$ cat src/rtl/fetch_sequencer_pkg.sv
// fetch_sequencer_pkg: opcode constants, FSM state and instruction class encodings
package fetch_sequencer_pkg;
    localparam logic [5:0] OP_RTYPE = 6'b000000;
    localparam logic [5:0] OP_BEQ   = 6'b000100;
    localparam logic [5:0] OP_BNE   = 6'b000101;
    localparam logic [5:0] OP_J     = 6'b000010;
    localparam logic [5:0] OP_JAL   = 6'b000011;
    localparam logic [5:0] OP_HALT  = 6'b111111;
    localparam logic [5:0] FUNCT_JR = 6'b001000;

    typedef enum logic [2:0] {
        S_IDLE, S_FETCH, S_DECODE, S_EXEC, S_UPDATE, S_HALT, S_ERROR
    } state_t;

    typedef enum logic [2:0] {
        C_SEQ, C_BEQ, C_BNE, C_JMP, C_JR, C_HALT
    } iclass_t;
endpackage

$ cat src/rtl/fetch_decode.sv
// fetch_decode: combinational instruction classifier on opcode and funct fields
module fetch_decode
    import fetch_sequencer_pkg::*;
(
    input  logic [31:0] i_ir,
    output iclass_t     o_class
);
    logic [5:0] w_op;
    logic [5:0] w_funct;
    logic       w_unused;

    assign w_op     = i_ir[31:26];
    assign w_funct  = i_ir[5:0];
    assign w_unused = ^i_ir[25:6];

    always_comb begin
        o_class = (w_op == OP_BEQ)                           ? C_BEQ  :
                  (w_op == OP_BNE)                           ? C_BNE  :
                  (w_op == OP_J || w_op == OP_JAL)           ? C_JMP  :
                  (w_op == OP_RTYPE && w_funct == FUNCT_JR)  ? C_JR   :
                  (w_op == OP_HALT)                          ? C_HALT : C_SEQ;
    end
endmodule

$ cat src/rtl/fetch_sequencer.sv
// fetch_sequencer: multi-cycle fetch/decode/exec/update controller for the PC datapath
module fetch_sequencer
    import fetch_sequencer_pkg::*;
#(
    parameter int TIMEOUT = 16,
    parameter int CNT_W   = 32
) (
    input  logic             clk,
    input  logic             reset_n,
    input  logic             imem_ready,
    input  logic [31:0]      instr,
    input  logic             alu_zero,
    input  logic             stall,
    output logic             imem_req,
    output logic [31:0]      ir,
    output logic             pc_enable,
    output logic             branch,
    output logic             jmp,
    output logic             jmp_r,
    output logic             halted,
    output logic             fetch_error,
    output logic [CNT_W-1:0] retired
);
    localparam int TW = (TIMEOUT > 2) ? $clog2(TIMEOUT) : 1;
    localparam logic [TW-1:0] T_LAST = TW'(TIMEOUT - 1);

    state_t           r_state;
    state_t           w_next;
    iclass_t          r_class;
    iclass_t          w_class;
    logic             r_take;
    logic [31:0]      r_ir;
    logic [TW-1:0]    r_tcount;
    logic [CNT_W-1:0] r_retired;

    fetch_decode u_decode (
        .i_ir    (r_ir),
        .o_class (w_class)
    );

    assign ir          = r_ir;
    assign retired     = r_retired;
    assign halted      = (r_state == S_HALT);
    assign fetch_error = (r_state == S_ERROR);

    always_comb begin
        w_next    = r_state;
        imem_req  = 1'b0;
        pc_enable = 1'b0;
        branch    = 1'b0;
        jmp       = 1'b0;
        jmp_r     = 1'b0;
        case (r_state)
            S_IDLE:   w_next = S_FETCH;
            S_FETCH: begin
                imem_req = 1'b1;
                w_next   = imem_ready ? S_DECODE : (r_tcount == T_LAST) ? S_ERROR : S_FETCH;
            end
            S_DECODE: w_next = (w_class == C_HALT) ? S_HALT : S_EXEC;
            S_EXEC:   w_next = S_UPDATE;
            S_UPDATE: begin
                branch    = r_take;
                jmp       = (r_class == C_JMP);
                jmp_r     = (r_class == C_JR);
                // a reset arriving mid-UPDATE must not leak a PC write
                pc_enable = ~stall & reset_n;
                w_next    = stall ? S_UPDATE : S_FETCH;
            end
            default:  w_next = r_state;
        endcase
    end

    always_ff @(posedge clk) begin
        if (!reset_n) begin
            r_state   <= S_IDLE;
            r_class   <= C_SEQ;
            r_take    <= 1'b0;
            r_ir      <= '0;
            r_tcount  <= '0;
            r_retired <= '0;
        end else begin
            r_state <= w_next;
            if (r_state == S_FETCH) begin
                if (imem_ready) begin
                    r_ir     <= instr;
                    r_tcount <= '0;
                end else begin
                    r_tcount <= r_tcount + 1'b1;
                end
            end
            if (r_state == S_DECODE)
                r_class <= w_class;
            if (r_state == S_EXEC)
                r_take <= (r_class == C_BEQ && alu_zero) || (r_class == C_BNE && !alu_zero);
            if (r_state == S_UPDATE && !stall)
                r_retired <= r_retired + 1'b1;
        end
    end
endmodule
$ cat config.mk
export PLATFORM = sky130hd
export DESIGN_NAME = fetch_sequencer
export DESIGN_NICKNAME = d
export VERILOG_FILES = /design/src/rtl/fetch_sequencer_pkg.sv /design/src/rtl/fetch_decode.sv /design/src/rtl/fetch_sequencer.sv
export SDC_FILE = /design/constraint.sdc
export NUM_CORES = 1
export LEC_CHECK = 0
export ABC_AREA = 1
export CORE_MARGIN = 2
export CORE_UTILIZATION = 52
export CTS_CLUSTER_DIAMETER = 40
export DETAILED_ROUTE_END_ITERATION = 10
export GPL_TIMING_DRIVEN = 0
export PLACE_DENSITY_LB_ADDON = 0.05
export SETUP_SLACK_MARGIN = 0.1
export SLEW_MARGIN = 0
export SYNTH_ARGS = -nofsm -noshare
export SYNTH_HDL_FRONTEND = slang
export SYNTH_SLANG_ARGS = --single-unit
$ cat constraint.sdc
create_clock -name clk -period 4.4 [get_ports clk]
set_input_delay 0.88 -clock clk [delete_from_list [all_inputs] [get_ports clk]]
set_output_delay 0.88 -clock clk [all_outputs]
set_load 0.02 [all_outputs]
==> flow_summary.ini <==
[logic_synthesis]
synth_cell_types = 37
async_flop_share_pct = 0
postSynthAreaPerCell_um2 = 6.58
netlist_area_um2 = 3770
yosys.area_share.xor_xnor_pct = 1.63
synth_area_leader_cell = dfxtp_1
yosysWarningCount = 0
yosys.area_share.simple_pct = 39.0
synth_top_family_by_area = simple AND/OR/NAND/NOR gates
ys_top_cells_by_area = dfxtp_1 (40%), nand2_1 (15%), nor2_1 (12%)
syn_nets = 612
synth_top_area_share_pct = 39.8
syn_inst = 573
synth-main-ff-cell = dfxtp_1
ys_seq_area_share_pct = 39.8
synth_compound_gate_area_share_pct = 11.6
yosysMostFrequentCell = nand2_1
muxShareOfSynthArea_pct = 0
ys_ff_latch = 75
synth-adder-area-share_pct = 0.664
synth-edff-count = 0
ys_top_cells_by_count = nand2_1 (154), nor2_1 (122), dfxtp_1 (75)

[clocking]
clock_latency_ns = 0.35
cts_resized = 0
clk_pin_slew_ns = 0.08
postCtsSetupBuffers = 0
postCtsHoldBufs = 0
clock_path_buffers = 2
cts_inserted_buffers = 9
clock_tree.root_cell = clkbuf_8
cts_tree = yes
cts.sinks = 75
htree_levels = 3

[floorplan]
start_util_pct = 52.8
core_area_um2 = 7140
io_pins = 108
die_area_um2 = 7950
die_w_um = 89.2
dieHeight_um = 89.2
std_cell_rows = 31

[critical_path]
cpMaxStageDelayCell = clkdlybuf4s50_1
crit_required_ns = 3.52
cp-start-kind = input pin
slowest_delay_ns = 0.62
crit_type = in2out
path_delay_family = buffers and inverters
path_cells = clkbuf_1 -> inv_2 -> buf_1 -> nor2_1 -> clkdlybuf4s50_1
path_max_fanout = 10
path_buf_inv = 4
crit_path_end_kind = output pin
worstPathArrival_ns = 2.81

[place]
placedInstanceArea_um2 = 4960
pre_cts_ws_ns = 0.678
gp_congestion = 0.958
hpwlAfterDp_mm = 7.96
io_buffers = 106

[sta]
post-route-period-util_pct = 83.8
final_hold_viol_count = 0
setup_viol_count_final = 0
slew_headroom_pct = 57.6
setup_ws_ns = 0.714
tightest_slew_ns = 0.637
finalSetupTns_ns = 0
finalCriticalPeriod_ns = 3.69
skew_ns = 0.00808
fmax_mhz = 271
slew_violations = 0
rsz0062_at_grt = no

[detailed_routing]
vias_per_cell = 5.06
drtIter0Drc = 171
first_pass_iters = 4
ant_nets = 0
num_vias = 4009
drt_wl_total_mm = 10.4
post_drt_wl_per_cell_um = 13.1
drc = 0

[power_and_ir_drop]
leakagePower_nw = 1.96
power.density_nw_per_um2 = 361
irDropWorstVdd_uv = 280

[finish]
syn_to_final_growth_pct = 36.2
nets = 729
final_layout_size_suffix_gt1_share_pct = 7.78
final_cell_area_um2 = 5140
final_core_util_pct = 72.0
num_antenna_cells = 0

[global_routing]
antenna_found_initial = 0
grt_pass1_wl_mm = 16.2
grt_overflow = 0
grt_max_degree = 13
grt_pass1_vias = 3588
met3_usage_pct = 8.13
grt-busiest-layer = met2
met2_usage_pct = 46.1
grtUsageTotal_pct = 26.3
met1_usage_pct = 30.0

[run]
max_cap_violations = 0

[run_status]
run_status = finished, final reports clean

[hold_path]
hp-class = reg2reg
-- where the power goes --
part           leakage [nW]  switching (W)  total, W  internal, W
registers             0.610      0.0000625  0.000819     0.000756
logic                  1.26       0.000297  0.000523     0.000226
clock network        0.0946       0.000259  0.000514     0.000255
total                  1.96       0.000619   0.00186      0.00124
-- layout by cell type, fill, tap and decap left out, drive strengths merged, types with 2 or more instances in the layout --
| cell type | instances |
|---|---|
| nor3b | 3 |
| nand4 | 7 |
| nand3 | 26 |
| clkbuf | 14 |
| ha | 2 |
| inv | 52 |
| dfxtp | 75 |
| xnor2 | 2 |
| nor4 | 2 |
| nand2 | 156 |
| o21ai | 42 |
| a31oi | 2 |
| a21oi | 32 |
| clkinv | 4 |
| xor2 | 5 |
| nor3 | 6 |
| clkdlybuf4s50 | 106 |
| buf | 11 |
| nor2 | 138 |
-- metal layers --
metal,wire (um),vias up
met4,214,0
met1,4200,1824
met3,784,17
met2,5200,119
li1,-,2049
met5,0,-
-- worst paths after layout --
kind | startpoint | endpoint | slack (ns) | depth (start not counted)
hold reg to reg | r_class[1] | r_class[1] | 0.49 | 2
setup / recovery | reset_n | pc_enable | 0.71 | 5
hold / removal | r_class[1] | r_class[1] | 0.49 | 2
setup reg to reg | retired[0] | retired[18] | 2.66 | 8
-- per-stage QoR --
step	hold WS [ns]	power [W]	instances
after floorplan	0.458	0.00112	573
after global placement	0.466	0.00134	778
after detailed placement	0.481	0.00135	778
after CTS	0.494	0.00186	793
after global routing	0.525	0.00195	793
final	0.493	0.00186	793
-- flip-flops by register name, indices dropped and copies added (netlist names) --
signal / flops
retired: 32
r_class: 3
r_state: 3
ir: 32
r_tcount: 4
r_take: 1
-- layout make-up --
| class | count | area, um^2 |
|---|---|---|
| plain buffers | 16 | 82.6 |
| clock buffers | 9 | 124 |
| clock inverters | 6 | 57.6 |
| fillers | 640 | 2000 |
| inverters | 52 | 195 |
| multi-input cells | 430 | 1990 |
| flip-flops and latches | 75 | 1500 |
| well taps | 99 | 124 |
| repair buffers | 106 | 1060 |
-- logic make-up after synthesis --
logic type	after synthesis
AND/OR/NAND/NOR	339
AO/OA/AOI/OAI	82
flip-flops	75
buffers and inverters	68
XOR/XNOR	7
adder cells (fa/ha/maj)	2
-- tightest hold or removal path, stage by stage (launching register included) --
cell and delay (ns):
dfxtp_1 0.33, nand2_1 0.06, a21oi_1 0.06
No activity file was read; power rests on OpenSTA's default activity.
